File: src/rtl/pool_pkg.sv
// Shared types and constants for the pooling window cell.
package pool_pkg;

    // Default float word: IEEE-754 single precision.
    localparam int POOL_DATA_WIDTH = 32;

    // Reduction direction, latched once per window.
    typedef enum logic {
        POOL_MAX = 1'b0,
        POOL_MIN = 1'b1
    } pool_mode_t;

    // Sign bit sits in the MSB of the float word.
    localparam int POOL_SIGN_BIT = POOL_DATA_WIDTH - 1;

    // Magnitude bits only: if both operands are zero under this mask they are
    // +0/-0 and must compare equal.
    localparam logic [POOL_DATA_WIDTH-1:0] POOL_ZERO_MASK = {1'b0, {(POOL_DATA_WIDTH-1){1'b1}}};

endpackage

File: src/rtl/pool_fp_compare.sv
// Sign-magnitude float comparator: flags when b is strictly better than a
// for the selected reduction mode and returns the winner.
module pool_fp_compare
    import pool_pkg::*;
#(
    parameter int                    DATA_WIDTH = POOL_DATA_WIDTH,
    parameter int                    SIGN_BIT   = POOL_SIGN_BIT,
    parameter logic [DATA_WIDTH-1:0] ZERO_MASK  = DATA_WIDTH'(POOL_ZERO_MASK)
) (
    input  logic [DATA_WIDTH-1:0] a,
    input  logic [DATA_WIDTH-1:0] b,
    input  pool_mode_t            mode,
    output logic                  take_b,
    output logic [DATA_WIDTH-1:0] result
);

    logic [DATA_WIDTH-1:0] key_a;
    logic [DATA_WIDTH-1:0] key_b;
    logic                  both_zero;

    // Map each float to an unsigned key whose integer order equals float order:
    // negatives are bit-inverted, positives get the sign bit forced high.
    always_comb begin
        key_a     = a[SIGN_BIT] ? ~a : (a | ~ZERO_MASK);
        key_b     = b[SIGN_BIT] ? ~b : (b | ~ZERO_MASK);
        both_zero = ((a | b) & ZERO_MASK) == '0;
        take_b    = 1'b0;
        if (!both_zero) begin
            if (mode == POOL_MAX) begin
                take_b = key_b > key_a;
            end else begin
                take_b = key_b < key_a;
            end
        end
        result = take_b ? b : a;
    end

endmodule

File: src/rtl/pooling_window_cell.sv
// Multi-channel running max/min pooling over a window of 1..MAX_WIN samples,
// seeded from the first sample, with valid/ready on both sides.
module pooling_window_cell
    import pool_pkg::*;
#(
    parameter int DATA_WIDTH = POOL_DATA_WIDTH,
    parameter int NUM_CH     = 4,
    parameter int MAX_WIN    = 16,
    parameter int CNT_W      = $clog2(MAX_WIN + 1)
) (
    input  logic                         clk,
    input  logic                         rst,
    input  logic                         cfg_mode,
    input  logic [CNT_W-1:0]             cfg_win,
    input  logic                         in_valid,
    output logic                         in_ready,
    input  logic [NUM_CH*DATA_WIDTH-1:0] in_data,
    input  logic                         in_last,
    output logic                         out_valid,
    input  logic                         out_ready,
    output logic [NUM_CH*DATA_WIDTH-1:0] out_data,
    output logic [CNT_W-1:0]             out_count
);

    localparam logic [DATA_WIDTH-1:0] MAG_MASK = {1'b0, {(DATA_WIDTH-1){1'b1}}};

    logic [CNT_W-1:0] cnt_q;
    logic [CNT_W-1:0] cnt_d;
    logic [CNT_W-1:0] win_q;
    pool_mode_t       mode_q;
    logic             out_valid_q;
    logic [CNT_W-1:0] out_count_q;

    logic             accept;
    logic             first;
    logic             close;
    logic [CNT_W-1:0] cfg_win_clamped;
    logic [CNT_W-1:0] eff_win;
    pool_mode_t       eff_mode;

    // One pending result is allowed; a consume frees the slot in the same cycle.
    assign in_ready  = !out_valid_q || out_ready;
    assign accept    = in_valid && in_ready;
    assign first     = (cnt_q == '0);
    assign out_valid = out_valid_q;
    assign out_count = out_count_q;

    // Window length sanitising: 0 behaves as 1, oversize clamps to MAX_WIN.
    always_comb begin
        if (cfg_win == '0) begin
            cfg_win_clamped = CNT_W'(1);
        end else if (cfg_win > CNT_W'(MAX_WIN)) begin
            cfg_win_clamped = CNT_W'(MAX_WIN);
        end else begin
            cfg_win_clamped = cfg_win;
        end
    end

    // The first sample uses live config so a window can close on that sample.
    always_comb begin
        eff_win  = first ? cfg_win_clamped : win_q;
        eff_mode = first ? pool_mode_t'(cfg_mode) : mode_q;
        cnt_d    = cnt_q + CNT_W'(1);
        close    = accept && ((cnt_d == eff_win) || in_last);
    end

    genvar gi;
    generate
        for (gi = 0; gi < NUM_CH; gi++) begin : g_ch
            logic [DATA_WIDTH-1:0] sample;
            logic [DATA_WIDTH-1:0] best;
            logic                  take_b;
            logic [DATA_WIDTH-1:0] acc_q;
            logic [DATA_WIDTH-1:0] acc_d;
            logic [DATA_WIDTH-1:0] res_q;

            assign sample = in_data[gi*DATA_WIDTH +: DATA_WIDTH];

            pool_fp_compare #(
                .DATA_WIDTH (DATA_WIDTH),
                .SIGN_BIT   (DATA_WIDTH - 1),
                .ZERO_MASK  (MAG_MASK)
            ) u_cmp (
                .a      (acc_q),
                .b      (sample),
                .mode   (eff_mode),
                .take_b (take_b),
                .result (best)
            );

            // First sample seeds the accumulator without comparing.
            assign acc_d = first ? sample : best;

            // Accumulator only loads when the seed arrives or the sample wins; ties keep acc.
            always_ff @(posedge clk or posedge rst) begin
                if (rst) begin
                    acc_q <= '0;
                end else if (accept && (first || take_b)) begin
                    acc_q <= acc_d;
                end
            end

            // Result register captures the reduction including the closing sample.
            always_ff @(posedge clk or posedge rst) begin
                if (rst) begin
                    res_q <= '0;
                end else if (close) begin
                    res_q <= acc_d;
                end
            end

            assign out_data[gi*DATA_WIDTH +: DATA_WIDTH] = res_q;
        end
    endgenerate

    // Window counter, per-window config latches and output handshake state.
    always_ff @(posedge clk or posedge rst) begin
        if (rst) begin
            cnt_q       <= '0;
            win_q       <= CNT_W'(1);
            mode_q      <= POOL_MAX;
            out_valid_q <= 1'b0;
            out_count_q <= '0;
        end else begin
            if (accept) begin
                if (first) begin
                    win_q  <= cfg_win_clamped;
                    mode_q <= pool_mode_t'(cfg_mode);
                end
                cnt_q <= close ? '0 : cnt_d;
            end
            if (close) begin
                out_valid_q <= 1'b1;
                out_count_q <= cnt_d;
            end else if (out_ready) begin
                out_valid_q <= 1'b0;
            end
        end
    end

endmodule

File: config.mk
export PLATFORM = sky130hd
export DESIGN_NAME = pooling_window_cell
export DESIGN_NICKNAME = d
export VERILOG_FILES = /design/src/rtl/pool_pkg.sv /design/src/rtl/pool_fp_compare.sv /design/src/rtl/pooling_window_cell.sv
export SDC_FILE = /design/constraint.sdc
export NUM_CORES = 1
export LEC_CHECK = 0
export BUFFER_PORTS_ARGS = -buffer_cell sky130_fd_sc_hd__buf_2
export CORE_MARGIN = 1.5
export CORE_UTILIZATION = 53
export CTS_CLUSTER_DIAMETER = 120
export DETAILED_ROUTE_END_ITERATION = 8
export PLACE_DENSITY = 0.78
export RECOVER_POWER = 50
export SYNTH_ARGS = -nofsm -noshare
export SYNTH_HDL_FRONTEND = slang
export SYNTH_SLANG_ARGS = --single-unit
File: constraint.sdc
create_clock -name clk -period 7.5 [get_ports clk]
set_clock_uncertainty 0.1 [all_clocks]
set_input_delay 0.375 -clock clk [delete_from_list [all_inputs] [get_ports clk]]
set_output_delay 0.375 -clock clk [all_outputs]
set_load 0.01 [all_outputs]
==> reports/qor.yml, run 1 <==
syn_to_final_growth_pct: 15.7
coreArea_sq_um: 32500
failed_checks: "max-capacitance violations, max-slew violations"
synthTopCellsByArea: "dfrtp_1, ha_1, mux2_2"
via_per_inst: 6.09
tns_ps: 0
vias: 15300
rsz0062_at_grt: "no"
grt_max_degree: 100
hpwl_microns: 32600
p_leak_nw: 8.29
synth_edf_count: 0
r2r_setup_slack_ps: 2140
postCtsSetupRepairBufs: 0
synth-seq-cells: 273
drtIter0Drc: 906
p_total_mw: 10.1
ant_nets: 0
ys.flop_type: "dfrtp_1"
cts.sinks: 273
wl_microns: 47900
netlist.area_leader.share: 0.388
clockBufferDepth: 3
grt_pass1_vias: 15300
status: "finished, violations left"
syn-instance-count: 1800
wire_per_inst_microns: 19.1
drive_above_1_share: 0.166
layout.nets: 2310
seqCellArea_sq_um: 6830
post-route-min-period_ps: 5360
nFillCells: 2787
die_w_microns: 185
hold_viol: 0
setup_viol: 0
relSlewSlack: -1.17
drc: 0
drv_slew: 208
grt_usage: 0.279
critPathArrivalTime_ps: 5710
synth_top_area_cell: "dfrtp_1"
period_share: 0.715
p_per_area_nw_per_um2: 497
synth.avg_cell_area_sq_um: 9.74
num_rows: 66
antenna_found_initial: 2
fmax_ghz: 0.186
io_buffers: 273
cp-start-kind: "flip-flop"
dieArea_sq_um: 34200
drtPass1Iterations: 7
post_synth_num_cell_types: 48
multi_input_area_sq_um: 10100
vdd_drop_max_mv: 0.295
yosysMostFrequentCell: "dfrtp_1"
synth_area_sq_um: 17500
cts.htree.levels: 1
tightest_slew_ps: 3250
yosysSeqAreaShare: 0.390
tritoncts: "done"
synthTopCellsByCount: "dfrtp_1, a21oi_1, o21ai_0"
cts_made_buffers: 29
synth_fp_nets: 2069
crit_slowest_cell: "o21ai_4"
path_class: "reg -> reg"
cp_slowest_stage_delay_ps: 1050
start_util: 0.539
insertion_delay_ps: 570
gr-total-overflow: 0
boundaryPins: 274
drv_cap: 4
synthArstFlopShare: 1.00
place_congestion: 0.882
crit_path_end_kind: "flip-flop"
cts_resized: 0
clock-root-buffer: "clkbuf_16"
cp_cell_sequence: "buf_4 -> xnor2_1 -> ha_1 -> nand4_1 -> nor4_1 -> a21oi_1 -> and2_0 -> a22o_1 -> o21a_1 -> o21ai_4 -> mux2_2"
worst-path-max-fanout: 33
clk_pin_slew_ps: 70
die_y_microns: 185
grt_pass1_wl_microns: 77700
worst_hold_path_type: "in -> reg"
yosys_warnings: 0
worstPathRequired_ps: 7850
routing by layer:
metal | share of wire | routed length, microns | up-vias | track usage
li1 | - | - | 7085 | -
met1 | 0.43 | 20800 | 7503 | 0.371
met2 | 0.47 | 22400 | 571 | 0.456
met3 | 0.068 | 3260 | 101 | 0.0472
met4 | 0.031 | 1480 | 0 | 0.106
met5 | 0 | 0 | - | 0
path summary, 6_finish.rpt:
kind / start / endpoint / cells past startpoint
setup / recovery: g_ch[2].acc_q[31] / g_ch[2].acc_q[9] / 11
hold / removal: in_data[114] / g_ch[3].res_q[18] / 3
max in group asynchronous: rst / g_ch[1].acc_q[26] / 5
min in group asynchronous: rst / g_ch[2].acc_q[20] / 4
hold reg to reg: out_count[3] / out_count[3] / 2
setup reg to reg: g_ch[2].acc_q[31] / g_ch[2].acc_q[9] / 11
cell families (layout without fill, tap and decap cells):
| group | Yosys count | count (layout) | share of synthesized area |
|---|---|---|---|
| DFF | 273 | 273 | 0.390 |
| xor gates and xnor gates | 256 | 256 | 0.128 |
| adders and majority gates | 130 | 130 | 0.0928 |
| other | 0 | 2 | 0 |
| and+or+nand+nor | 353 | 353 | 0.0979 |
| AOI/OAI and AO/OA | 514 | 514 | 0.167 |
| buffers and inverters | 138 | 400 | 0.0371 |
| muxes | 136 | 136 | 0.0874 |
stage by stage:
step / instances / cell area (sq um) / util / hold WS [ps] / setup slack (ps)
detailed placement: 2406 / 19000 / 0.584 / 371 / 2240
global route: 2506 / 20300 / 0.623 / 1.44 / 1500
floorplan: 1800 / 17500 / - / 350 / 3420
finish: 2506 / 20300 / 0.623 / 18.4 / 2140
CTS: 2504 / 20500 / 0.629 / 0.0883 / 2220
global placement: 2406 / 19000 / 0.584 / 362 / 2450
power by group:
| group | switching [mW] | total, mW | internal (mW) |
|---|---|---|---|
| clock network | 0.603 | 1.50 | 0.894 |
| logic | 3.29 | 5.57 | 2.28 |
| registers | 0.786 | 3.00 | 2.21 |
area by class of cell:
type | count | area share
diodes | 2 | 0.000247
repair buffers | 339 | 0.0884
well taps | 442 | 0.0273
flip-flops and latches | 273 | 0.337
clock buffers | 41 | 0.0405
inverters | 9 | 0.00185
clock inverters | 11 | 0.00784
multi-input cells | 1389 | 0.497
repair_timing:
item	4_1_cts	5_1_grt
endpoints found under the hold margin	145	0
setup endpoints to repair	0	0
hold buffers	46	0
sequential cells by signal, indices dropped and copies added (netlist names):
signal	count
cnt_q	5
g_ch.acc_q	128
g_ch.res_q	128
mode_q	1
out_count	5
out_valid	1
win_q	5
layout by cell type, fill, tap and decap left out, types with 49 or more instances in the layout:
cell type	instances
buf_2	137
mux2_2	128
xnor2_1	127
nor2_1	149
clkbuf_1	147
nor4_1	68
a31oi_1	129
dfrtp_1	272
nand2_1	49
o21ai_0	151
xor2_1	129
ha_1	130
a21oi_1	178
critical path: cells and delay by family (launching register included):
family	cells	cell delay [ps]
compound gates	4	2060
flops	1	900
simple gates	3	830
mux	1	430
buf+inv	1	420
fa+ha+maj	1	330
xor+xnor	1	150
Power figures use the tool's default switching activity.
==> run 2: changes to the inputs <==
CORE_UTILIZATION = 58   (was 53)
PLACE_DENSITY = 0.81   (was 0.78)
clock period = 5.55 ns   (was 7.5 ns; I/O delays follow)
==> run 2 against run 1 <==
  * The flow still finishes with violations (max-capacitance violations, max-slew violations)
  * Flip-flop and latch count is the same
  * Critical endpoint is now g_ch[1].acc_q[24]
  * Worst hold slack gained 94 ps
  * Routed wire length grew 6.2%
  * Largest power group unchanged
  * Non-clock buffer count grew 90
  * Clock power grew 37%
  * Via count grew 5.5%
  * Cell count grew 1.6%
  * Die area shrank 8.5%
  * Register-to-register slack lost 1300 ps
  * Count of clock-buffer cells in the layout shrank 1
  * Global-route usage grew 4.3 points
  * Critical path type unchanged
  * Setup slack lost 1300 ps
==> reports/qor.yml, run 2 (same netlist as run 1, synthesis figures left out) <==
p_leak_nw: 8.71  # +5.0%
tns_ps: 0  # unchanged
power_frac_seq: 0.292  # -0.006
clockBufferDepth: 3  # unchanged
worst_hold_path_type: "in -> reg"
layoutNonFillerInstCount: 2545  # +1.6%
drtIter0Drc: 1483  # +64%
insertion_delay_ps: 560  # about the same
syn_to_final_growth_pct: 20.6
r2r_start: "g_ch[1].acc_q[31]"
post-route-min-period_ps: 4750  # -608 ps
num_rows: 63  # -4.5%
relSlewSlack: -0.884  # +0.283
via_per_inst: 6.33  # +3.9%
path_class: "reg -> reg"
p_sw_frac: 0.466  # +0.00138
worst-path-max-fanout: 33  # unchanged
tightest_slew_ps: 2830  # -425 ps
worst_hold_startpoint: "in_last"
layout.nets: 2400  # +3.9%
mostFrequentLayoutCells: "dfrtp_1, a21oi_1, o21ai_0"
cts_made_buffers: 29  # unchanged
hold_viol: 0  # unchanged
cts.htree.levels: 1  # unchanged
worstPathRequired_ps: 5880  # -1970 ps
clockPowerShare: 0.148  # about the same
dieArea_sq_um: 31300  # -8.5%
vdd_drop_max_mv: 0.483  # +64%
vias: 16100  # +5.5%
comb_power_share: 0.560  # +0.007
critPathArrivalTime_ps: 5090  # -620 ps
cts.sinks: 273  # unchanged
drc: 0  # unchanged
cp-start-kind: "flip-flop"
place_congestion: 0.926  # +4.9%
fmax_ghz: 0.210  # +13%
coreArea_sq_um: 29700  # -8.7%
rsz0062_at_grt: "no"
gr-total-overflow: 0  # unchanged
grt_usage: 0.322  # +0.0431
die_w_microns: 177  # -4.3%
crit_path_end_kind: "flip-flop"
antenna_found_initial: 1  # -1
grt_pass1_vias: 16200  # +6.0%
nFillCells: 2171  # -22%
drv_slew: 249  # +20%
worstReg2RegEnd: "g_ch[1].acc_q[24]"
period_share: 0.857  # +0.142
placedCellCount: 2361  # -1.9%
setup_ws_ps: 795  # -1340 ps
clk_pin_slew_ps: 60  # about the same
whs_endpoint: "cnt_q[3]"
ant_nets: 0  # unchanged
clock-root-buffer: "clkbuf_16"
drive_above_1_share: 0.167  # +0.00127
setup_viol: 0  # unchanged
pre_cts_slack_ps: 892  # -1350 ps
r2r_setup_slack_ps: 800  # -1340 ps
failed_checks: "max-capacitance violations, max-slew violations"
p_per_area_nw_per_um2: 654  # +32%
hold_depth: 3  # unchanged
wl_microns: 50800  # +6.2%
p_sw_mw: 6.44  # +38%
grt_pass1_wl_microns: 82200  # +5.7%
tritoncts: "done"
p_total_mw: 13.8  # +37%
io_buffers: 273  # unchanged
mostFrequentLayoutCell: "dfrtp_1"
boundaryPins: 274  # unchanged
grt_max_degree: 163  # +63%
finish.utilization: 0.711  # +0.0881
drtPass1Iterations: 5  # -2
wire_per_inst_microns: 20.0  # +4.6%
drv_cap: 3  # -1
start_util: 0.590  # +0.0511
hpwl_microns: 32200  # -1.2%
die_y_microns: 177  # -4.3%
top_regs: "g_ch.acc_q x128, g_ch.res_q x128"
status: "finished, violations left"
r2r_cells: 12  # +1
p_int_mw: 7.38  # +37%
run 2: cell types whose count changed in the layout (fill, tap and decap cells not counted), moves of 3 or more:
| cell | change |
|---|---|
| dlygate4sd3_1 | +83 |
| clkbuf_1 | -9 |
| buf_4 | +8 |
| clkbuf_8 | +5 |
| clkinv_2 | +3 |
run 2: cell type report:
cell class / instances / area [sq um] / share of cell area
inverter: 9 / 35.0 / 0.00166
clock inverter: 14 / 151 / 0.00716
sequential: 273 / 6830 / 0.323
clock buffer: 40 / 867 / 0.0410
antenna: 1 / 2.50 / 0.000118
tap: 390 / 488 / 0.0231
multi-input combinational: 1389 / 10100 / 0.477
timing repair buffer: 429 / 2680 / 0.127
run 2: critical path: stages, from the launching register on:
cell,delay [ps]
dfrtp_1,960
buf_4,400
xnor2_1,160
ha_1,280
a21oi_1,150
o21ai_0,110
a221oi_1,270
o211ai_1,160
a211oi_1,380
o21a_1,960
o21ai_4,20
buf_4,310
mux2_2,340
run 2: power groups by stage:
stage | logic, mW | clock network (mW) | registers (mW)
finish | 7.74 | 2.05 | 4.04
detailed placement | 7.60 | 0 | 4.00
global placement | 7.25 | 0 | 3.95
CTS | 7.73 | 2.07 | 3.98
global route | 8.55 | 2.15 | 4.16
floorplan | 5.50 | 0 | 3.93
run 2: what timing repair did:
item / CTS / global route
hold endpoints to repair: 279 / 0
hold buffers: 129 / 0
buffers inserted: 0 / 0
gates resized for setup: 0 / 0
setup endpoints to repair: 0 / 0
run 2: through the flow:
step	hold WS (ps)	area [sq um]
detailed placement	316	19000
floorplan	309	17500
CTS	78.9	21300
finish	112	21100
global route	137	21100
global placement	292	19000
run 2: worst max-delay path by stage:
stage / startpoint / end / slack (ps)
2_1_floorplan: rst / cnt_q[0] / 1560
3_3_place_gp: g_ch[1].acc_q[31] / g_ch[1].acc_q[31] / 1050
3_5_place_dp: g_ch[1].acc_q[31] / g_ch[1].acc_q[9] / 890
4_1_cts: g_ch[1].acc_q[31] / g_ch[1].acc_q[20] / 880
5_1_grt: g_ch[1].acc_q[31] / g_ch[1].acc_q[24] / 460
6_report: g_ch[1].acc_q[31] / g_ch[1].acc_q[24] / 800
run 2: routing by layer:
metal	vias to the layer above	global-route usage	share of wire
li1	7270	-	-
met2	865	0.544	0.49
met1	7783	0.407	0.40
met3	181	0.0526	0.078
met4	0	0.146	0.039
met5	-	0	0
==> run 3: changes to the inputs <==
RECOVER_POWER = 25   (was 50)
SKIP_CTS_REPAIR_TIMING = 1   (was not set)
==> run 3 against run 2 <==
  * The run still ends with max-capacitance violations, max-slew violations left
  * Flip-flop and latch count is the same
  * Sequential share of layout area is essentially flat
  * Critical path depth is the same
  * Cell count is essentially flat
  * Clock power is essentially flat
  * Worst hold slack lost 3.9 ps
  * Non-clock buffer count is the same
==> reports/qor.yml, run 3 (same netlist as run 1, synthesis figures left out) <==
status: "finished, violations left"
failed_checks: "max-capacitance violations, max-slew violations"
critPathArrivalTime_ps: 5070  # -20 ps
vias: 16100  # -0.031%
boundaryPins: 274  # unchanged
clk_pin_slew_ps: 60  # about the same
clockBufferDepth: 3  # unchanged
cp_slowest_stage_delay_ps: 960  # about the same
crit_slowest_cell: "o21a_1"
tightest_slew_ps: 1790  # -1040 ps
worst-path-max-fanout: 33  # unchanged
tns_ps: 0  # unchanged
rsz0062_at_grt: "no"
p_total_mw: 13.8  # +0.13%
tritoncts: "done"
grt_max_degree: 163  # unchanged
wl_microns: 51000  # +0.36%
hpwl_microns: 32200  # unchanged
wire_per_inst_microns: 20.0  # +0.32%
clock-root-buffer: "clkbuf_16"
layout.nets: 2400  # unchanged
num_rows: 63  # unchanged
mostFrequentLayoutCell: "dfrtp_1"
drtIter0Drc: 1370  # -7.6%
cts.htree.levels: 1  # unchanged
startpoint: "g_ch[1].acc_q[31]"
vdd_drop_max_mv: 0.504  # +4.4%
drtPass1Iterations: 7  # +2
place_congestion: 0.926  # unchanged
drc: 0  # unchanged
via_per_inst: 6.32  # about the same
p_per_area_nw_per_um2: 654  # about the same
insertion_delay_ps: 560  # about the same
hold_viol: 0  # unchanged
gr-total-overflow: 0  # unchanged
antenna_found_initial: 2  # +1
mostFrequentLayoutCells: "dfrtp_1, a21oi_1, o21ai_0"
coreArea_sq_um: 29700  # unchanged
dieArea_sq_um: 31300  # unchanged
cp_cell_sequence: "buf_4 -> xnor2_1 -> ha_1 -> a21oi_1 -> o21ai_0 -> a221oi_1 -> o211ai_1 -> a211oi_1 -> o21a_1 -> o21ai_4 -> buf_4 -> mux2_2"
hold_ws_ps: 108  # -3.87 ps
r2r_start: "g_ch[1].acc_q[31]"
grt_pass1_vias: 15200  # -6.4%
fmax_ghz: 0.211  # +0.47%
cpMostUsedCell: "buf_4"
grt_usage: 0.301  # -0.0217
cp-start-kind: "flip-flop"
crit_path_end_kind: "flip-flop"
p_leak_nw: 8.72  # +0.14%
relSlewSlack: -0.192  # +0.692
post-route-min-period_ps: 4730  # -22.3 ps
drv_slew: 33  # -87%
grt_pass1_wl_microns: 77000  # -6.2%
drive_above_1_share: 0.169  # +0.00139
cts_made_buffers: 29  # unchanged
worstPathRequired_ps: 5890  # about the same
worst_hold_path_type: "in -> reg"
io_buffers: 273  # unchanged
nFillCells: 2190  # +0.88%
die_w_microns: 177  # unchanged
drv_cap: 2  # -1
path_class: "reg -> reg"
top_regs: "g_ch.acc_q x128, g_ch.res_q x128"
cts.sinks: 273  # unchanged
setup_viol: 0  # unchanged
period_share: 0.853  # -0.00401
start_util: 0.590  # unchanged
die_y_microns: 177  # unchanged
syn_to_final_growth_pct: 20.7
ant_nets: 0  # unchanged
worst_hold_startpoint: "in_last"
-- run 3: cell type report --
| class | count | area [sq um] | area share |
|---|---|---|---|
| Antenna cell | 2 | 5.00 | 0.000237 |
| Clock buffer | 40 | 867 | 0.0410 |
| Clock inverter | 14 | 151 | 0.00716 |
| Inverter | 9 | 35.0 | 0.00166 |
| Multi-Input combinational cell | 1389 | 10100 | 0.476 |
| Sequential cell | 273 | 6830 | 0.323 |
| Tap cell | 390 | 488 | 0.0231 |
| Timing Repair Buffer | 429 | 2700 | 0.128 |
-- run 3: final timing paths --
path	end	slack, ps	depth (start not counted)
min reg2reg	out_count[0]	380	2
max in group asynchronous	g_ch[3].res_q[3]	2600	4
max reg2reg	g_ch[1].acc_q[10]	820	12
min	cnt_q[3]	110	3
max	g_ch[1].acc_q[10]	820	12
min in group asynchronous	g_ch[2].res_q[15]	500	3
-- run 3: where the power goes --
part	switching, mW	internal (mW)	total (mW)
logic	4.59	3.16	7.75
registers	1.05	2.99	4.04
clock network	0.825	1.23	2.05
total	6.46	7.38	13.8
-- run 3: per-layer routing --
metal | track usage | vias up | part of all wire
li1 | - | 7286 | -
met1 | 0.391 | 7781 | 0.40
met2 | 0.497 | 865 | 0.49
met3 | 0.0505 | 162 | 0.078
met4 | 0.126 | 0 | 0.037
met5 | 0 | - | 0
-- run 3: worst max-delay path, delay by kind of cell, from the launching register on --
family	cells	cell delay, ps
buffers and inverters	2	700
AOI/OAI and AO/OA	7	2040
muxes	1	330
DFF	1	950
xor gates and xnor gates	1	160
adders and majority gates	1	280
-- run 3: stage by stage --
| stage | utilization | instances | area [sq um] | worst slack (ps) |
|---|---|---|---|---|
| 2_1_floorplan | - | 1800 | 17500 | 1560 |
| 3_3_place_gp | 0.640 | 2361 | 19000 | 1050 |
| 3_5_place_dp | 0.640 | 2361 | 19000 | 892 |
| 4_1_cts | 0.674 | 2415 | 20000 | 879 |
| 5_1_grt | 0.712 | 2546 | 21200 | 483 |
| 6_report | 0.712 | 2546 | 21200 | 818 |
